**src/rtl/rz_stream_pkg.sv**
```systemverilog
// Shared helpers for valid/hold stream stages.
package rz_stream_pkg;

   // A beat moves on any edge where valid is high and hold is low.
   function automatic logic xfer(input logic valid, input logic hold);
      return valid & ~hold;
   endfunction

endpackage

```
**src/rtl/hold_skid.sv**
```systemverilog
// Backpressure pipeline stage: registered upstream hold with a one-beat skid register
// so that q_hold never reaches di_hold combinationally.
module hold_skid
   import rz_stream_pkg::*;
#(
   parameter int DW = 8
) (
   input  logic          clk,
   input  logic          reset,
   input  logic          di_valid,
   input  logic [DW-1:0] di,
   output logic          di_hold,
   output logic          q_valid,
   output logic [DW-1:0] q,
   input  logic          q_hold
);

   logic          q_valid_q, q_valid_d;
   logic [DW-1:0] q_q, q_d;
   logic          s_valid_q, s_valid_d;
   logic [DW-1:0] s_q, s_d;
   logic          accept;
   logic          main_free;

   assign accept    = xfer(di_valid, s_valid_q);
   assign main_free = ~q_valid_q | ~q_hold;

   always_comb begin
      q_valid_d = q_valid_q;
      q_d       = q_q;
      s_valid_d = s_valid_q;
      s_d       = s_q;
      if (main_free) begin
         if (s_valid_q) begin
            // Skid beat is older than anything upstream; it goes first.
            q_d       = s_q;
            q_valid_d = 1'b1;
            s_valid_d = 1'b0;
         end else begin
            q_valid_d = accept;
            if (accept) begin
               q_d = di;
            end
         end
      end else if (accept) begin
         s_d       = di;
         s_valid_d = 1'b1;
      end
   end

   always_ff @(posedge clk) begin
      if (reset) begin
         q_valid_q <= 1'b0;
         s_valid_q <= 1'b0;
      end else begin
         q_valid_q <= q_valid_d;
         s_valid_q <= s_valid_d;
      end
   end

   // Data registers carry no reset; their contents are ignored while invalid.
   always_ff @(posedge clk) begin
      q_q <= q_d;
      s_q <= s_d;
   end

   assign di_hold = s_valid_q;
   assign q_valid = q_valid_q;
   assign q       = q_q;

endmodule

```
**config.mk**
```make
export PLATFORM = sky130hd
export DESIGN_NAME = hold_skid
export DESIGN_NICKNAME = d
export VERILOG_FILES = /design/src/rtl/rz_stream_pkg.sv /design/src/rtl/hold_skid.sv
export SDC_FILE = /design/constraint.sdc
export NUM_CORES = 1
export LEC_CHECK = 0
export ABC_CLOCK_PERIOD_IN_PS = 2100
export BUFFER_PORTS_ARGS = -buffer_cell sky130_fd_sc_hd__buf_4
export CORE_AREA = 10 10 67 55
export DETAILED_ROUTE_END_ITERATION = 10
export DIE_AREA = 0 0 77 65
export GPL_TIMING_DRIVEN = 0
export SYNTH_ARGS = -nofsm -noshare
export SYNTH_HDL_FRONTEND = slang
export SYNTH_SLANG_ARGS = --single-unit
export TNS_END_PERCENT = 1
```
**constraint.sdc**
```tcl
create_clock -name clk -period 2.1 [get_ports clk]
set_input_delay 0.42 -clock clk [delete_from_list [all_inputs] [get_ports clk]]
set_output_delay 0.42 -clock clk [all_outputs]
set_load 0.05 [all_outputs]
```
==> metrics.md <==
| Metric | Value |
|---|---|
| Crit-path max cell delay | 950 ps |
| Final core utilization | 0.374 |
| WP buf/inv | 1 |
| I/O Pins | 22 |
| Layout cell share with drive strength beyond 1 | 0.586 |
| RSZ-0062 raised after global routing | false |
| CTS tree | built |
| Via count | 348 |
| Vias per cell | 3.70 |
| Clock Path Buffers | 2 |
| Peak supply drop | 172 uV |
| CP Max Fanout | 10 |
| Crit path launch type | flip-flop |
| Core Footprint | 2460 um^2 |
| Hold buffers post-CTS | 0 |
| HP Class | in -> reg |
| First-pass GRT wire length | 1.81 mm |
| # setup viols final | 0 |
| RD Place Congestion | 0.653 |
| Status | complete, no violations |
| Setup CP Type | reg -> reg |
| Setup_tns | 0 ps |
| Vias in the first global route | 358 |
| Synth top area share | 0.705 |
| Syn nets | 45 |
| Crit path max-delay cell type | nor3b_1 |
| CP arrival | 1720 ps |
| Avg Cell Area, Syn | 20.7 um^2 |
| Unique masters post-synth | 9 |
| Drt first pass iters | 4 |
| Initial Utilization | 0.277 |
| Slew @ Worst Pin | 1190 ps |
| Skew final | 8.19 ps |
| GRT Util Overall | 0.0469 |
| Max_cap viols | 0 |
| Post-CTS setup repair buffer count | 0 |
| Largest net degree at the start of global routing | 11 |
| Worst setup EP type | flip-flop |
| Buffers added on ports | 21 |
| # diodes | 0 |
| Top cells by area, synth | edfxtp_1 70%, mux2_4 18%, dfxtp_1 5.9% |
| Die Height | 65 um |
| Fmax | 551 MHz |
| Yosys reg bits | 18 |
| Die area | 5010 um^2 |
| Syn-to-layout area delta | 35.0% |
| Critical Path, Cell by Cell | buf_6, nor3b_1 |
| Clk Latency, worst-skew pair | 290 ps |
| Routed Antenna Nets | 0 |
| Final WL | 1.23 mm |
| Wire per inst | 13.0 um |
| Initial antenna violation count | 0 |
| Sequential share of the synthesized area | 0.763 |
| CTS clk-pin slew, worst paths | 100 ps |
| Clock sinks | 18 |
| Nets | 71 |
| Number of buffers created by CTS | 3 |
| Die width | 77 um |
| Post-CTS sizing | 0 |
| CTS H-tree depth | 1 |
| FF-to-FF setup slack | 290 ps |
| Total leakage power | 0.359 nW |
| CTS root buffer | clkbuf_4 |
| Delay-heaviest family, CP | simple AND/OR/NAND/NOR gates |
| Final Max Tran Viols | 0 |
| Grt total ovfl | 0 |
| Tmin final | 1810 ps |
| Final hold vios | 0 |
| Post-Syn Area | 682 um^2 |
| DRT iter0 DRCs | 15 |
| YS warnings | 0 |
| Max_slew headroom | 0.202 |
| Largest area contributor in the netlist | edfxtp_1 |
| Filler cells | 237 |
| Period utilization | 0.863 |
| Gate Count Post-Synth | 33 |
| Pwr per Cell Area | 791 nW/um^2 |
| Critical Path RT | 2000 ps |
| Number of remaining DRC errors | 0 |
| Row count | 16 |
cell type report:
| type | instances | area (um^2) | area share |
|---|---|---|---|
| well taps | 36 | 45.0 | 0.0489 |
| repair buffers | 21 | 158 | 0.171 |
| clock buffers | 4 | 36.3 | 0.0394 |
| plain buffers | 1 | 11.3 | 0.0122 |
| multi-input cells | 14 | 150 | 0.163 |
| flip-flops and latches | 18 | 520 | 0.565 |
where the power goes:
| group | total (mW) | switching (mW) | internal [mW] | leakage (nW) |
|---|---|---|---|---|
| sequential | 0.413 | 0.00446 | 0.408 | 0.167 |
| combinational | 0.107 | 0.0644 | 0.0429 | 0.172 |
| clock | 0.209 | 0.103 | 0.105 | 0.0210 |
synthesized netlist by cell type, drive strengths merged:
cell / count
edfxtp: 16
mux2: 8
a21oi: 2
dfxtp: 2
buf: 1
nand2: 1
nor2: 1
nor3: 1
nor3b: 1
registers in the layout, summed over array words and instances (netlist names):
signal	flops
q	8
s_q	8
di_hold	1
q_valid	1
metrics by stage:
stage                     instance area, um^2  setup WS (ps)  total power [mW]  hold slack [ps]  std cells
final                                     921            287             0.729              295         94
after global routing                      921            182             0.760              283         94
after CTS                                 921            265             0.737              284         94
after detailed placement                  885            138             0.530              512         90
after global placement                    885            140             0.529              504         90
after floorplan                           682            209             0.488              489         33
logic make-up after synthesis:
group | Yosys count | share of synthesized area
mux | 8 | 0.176
buf+inv | 1 | 0.0165
compound gates | 2 | 0.0147
simple gates | 4 | 0.0293
flops | 18 | 0.763
final timing paths:
path,from,to,cells past startpoint
max,di_hold,s_q[0],2
min,reset,q_valid,2
max reg2reg,di_hold,s_q[0],2
min reg2reg,q_valid,di_hold,2
metal layers:
| layer | vias up | global-route usage | part of all wire |
|---|---|---|---|
| li1 | 177 | - | - |
| met1 | 159 | 0.0509 | 0.44 |
| met2 | 12 | 0.0693 | 0.45 |
| met3 | 0 | 0.0331 | 0.11 |
| met4 | 0 | 0.0205 | 0 |
| met5 | - | 0 | 0 |
cells in the final DEF, fill, tap and decap left out:
| cell | count |
|---|---|
| clkbuf_4 | 3 |
| clkbuf_8 | 1 |
| buf_6 | 1 |
| nor3b_1 | 1 |
| nor2_1 | 1 |
| buf_4 | 21 |
| nor3_1 | 1 |
| edfxtp_1 | 16 |
| nand2_1 | 1 |
| a21oi_1 | 2 |
| dfxtp_1 | 2 |
| mux2_4 | 8 |
worst register-to-register path, delay by kind of cell, from the launching register on:
| family | cells | cell delay [ps] |
|---|---|---|
| simple gates | 1 | 950 |
| flops | 1 | 330 |
| buf+inv | 1 | 150 |
(Power assumes the default switching activity.)
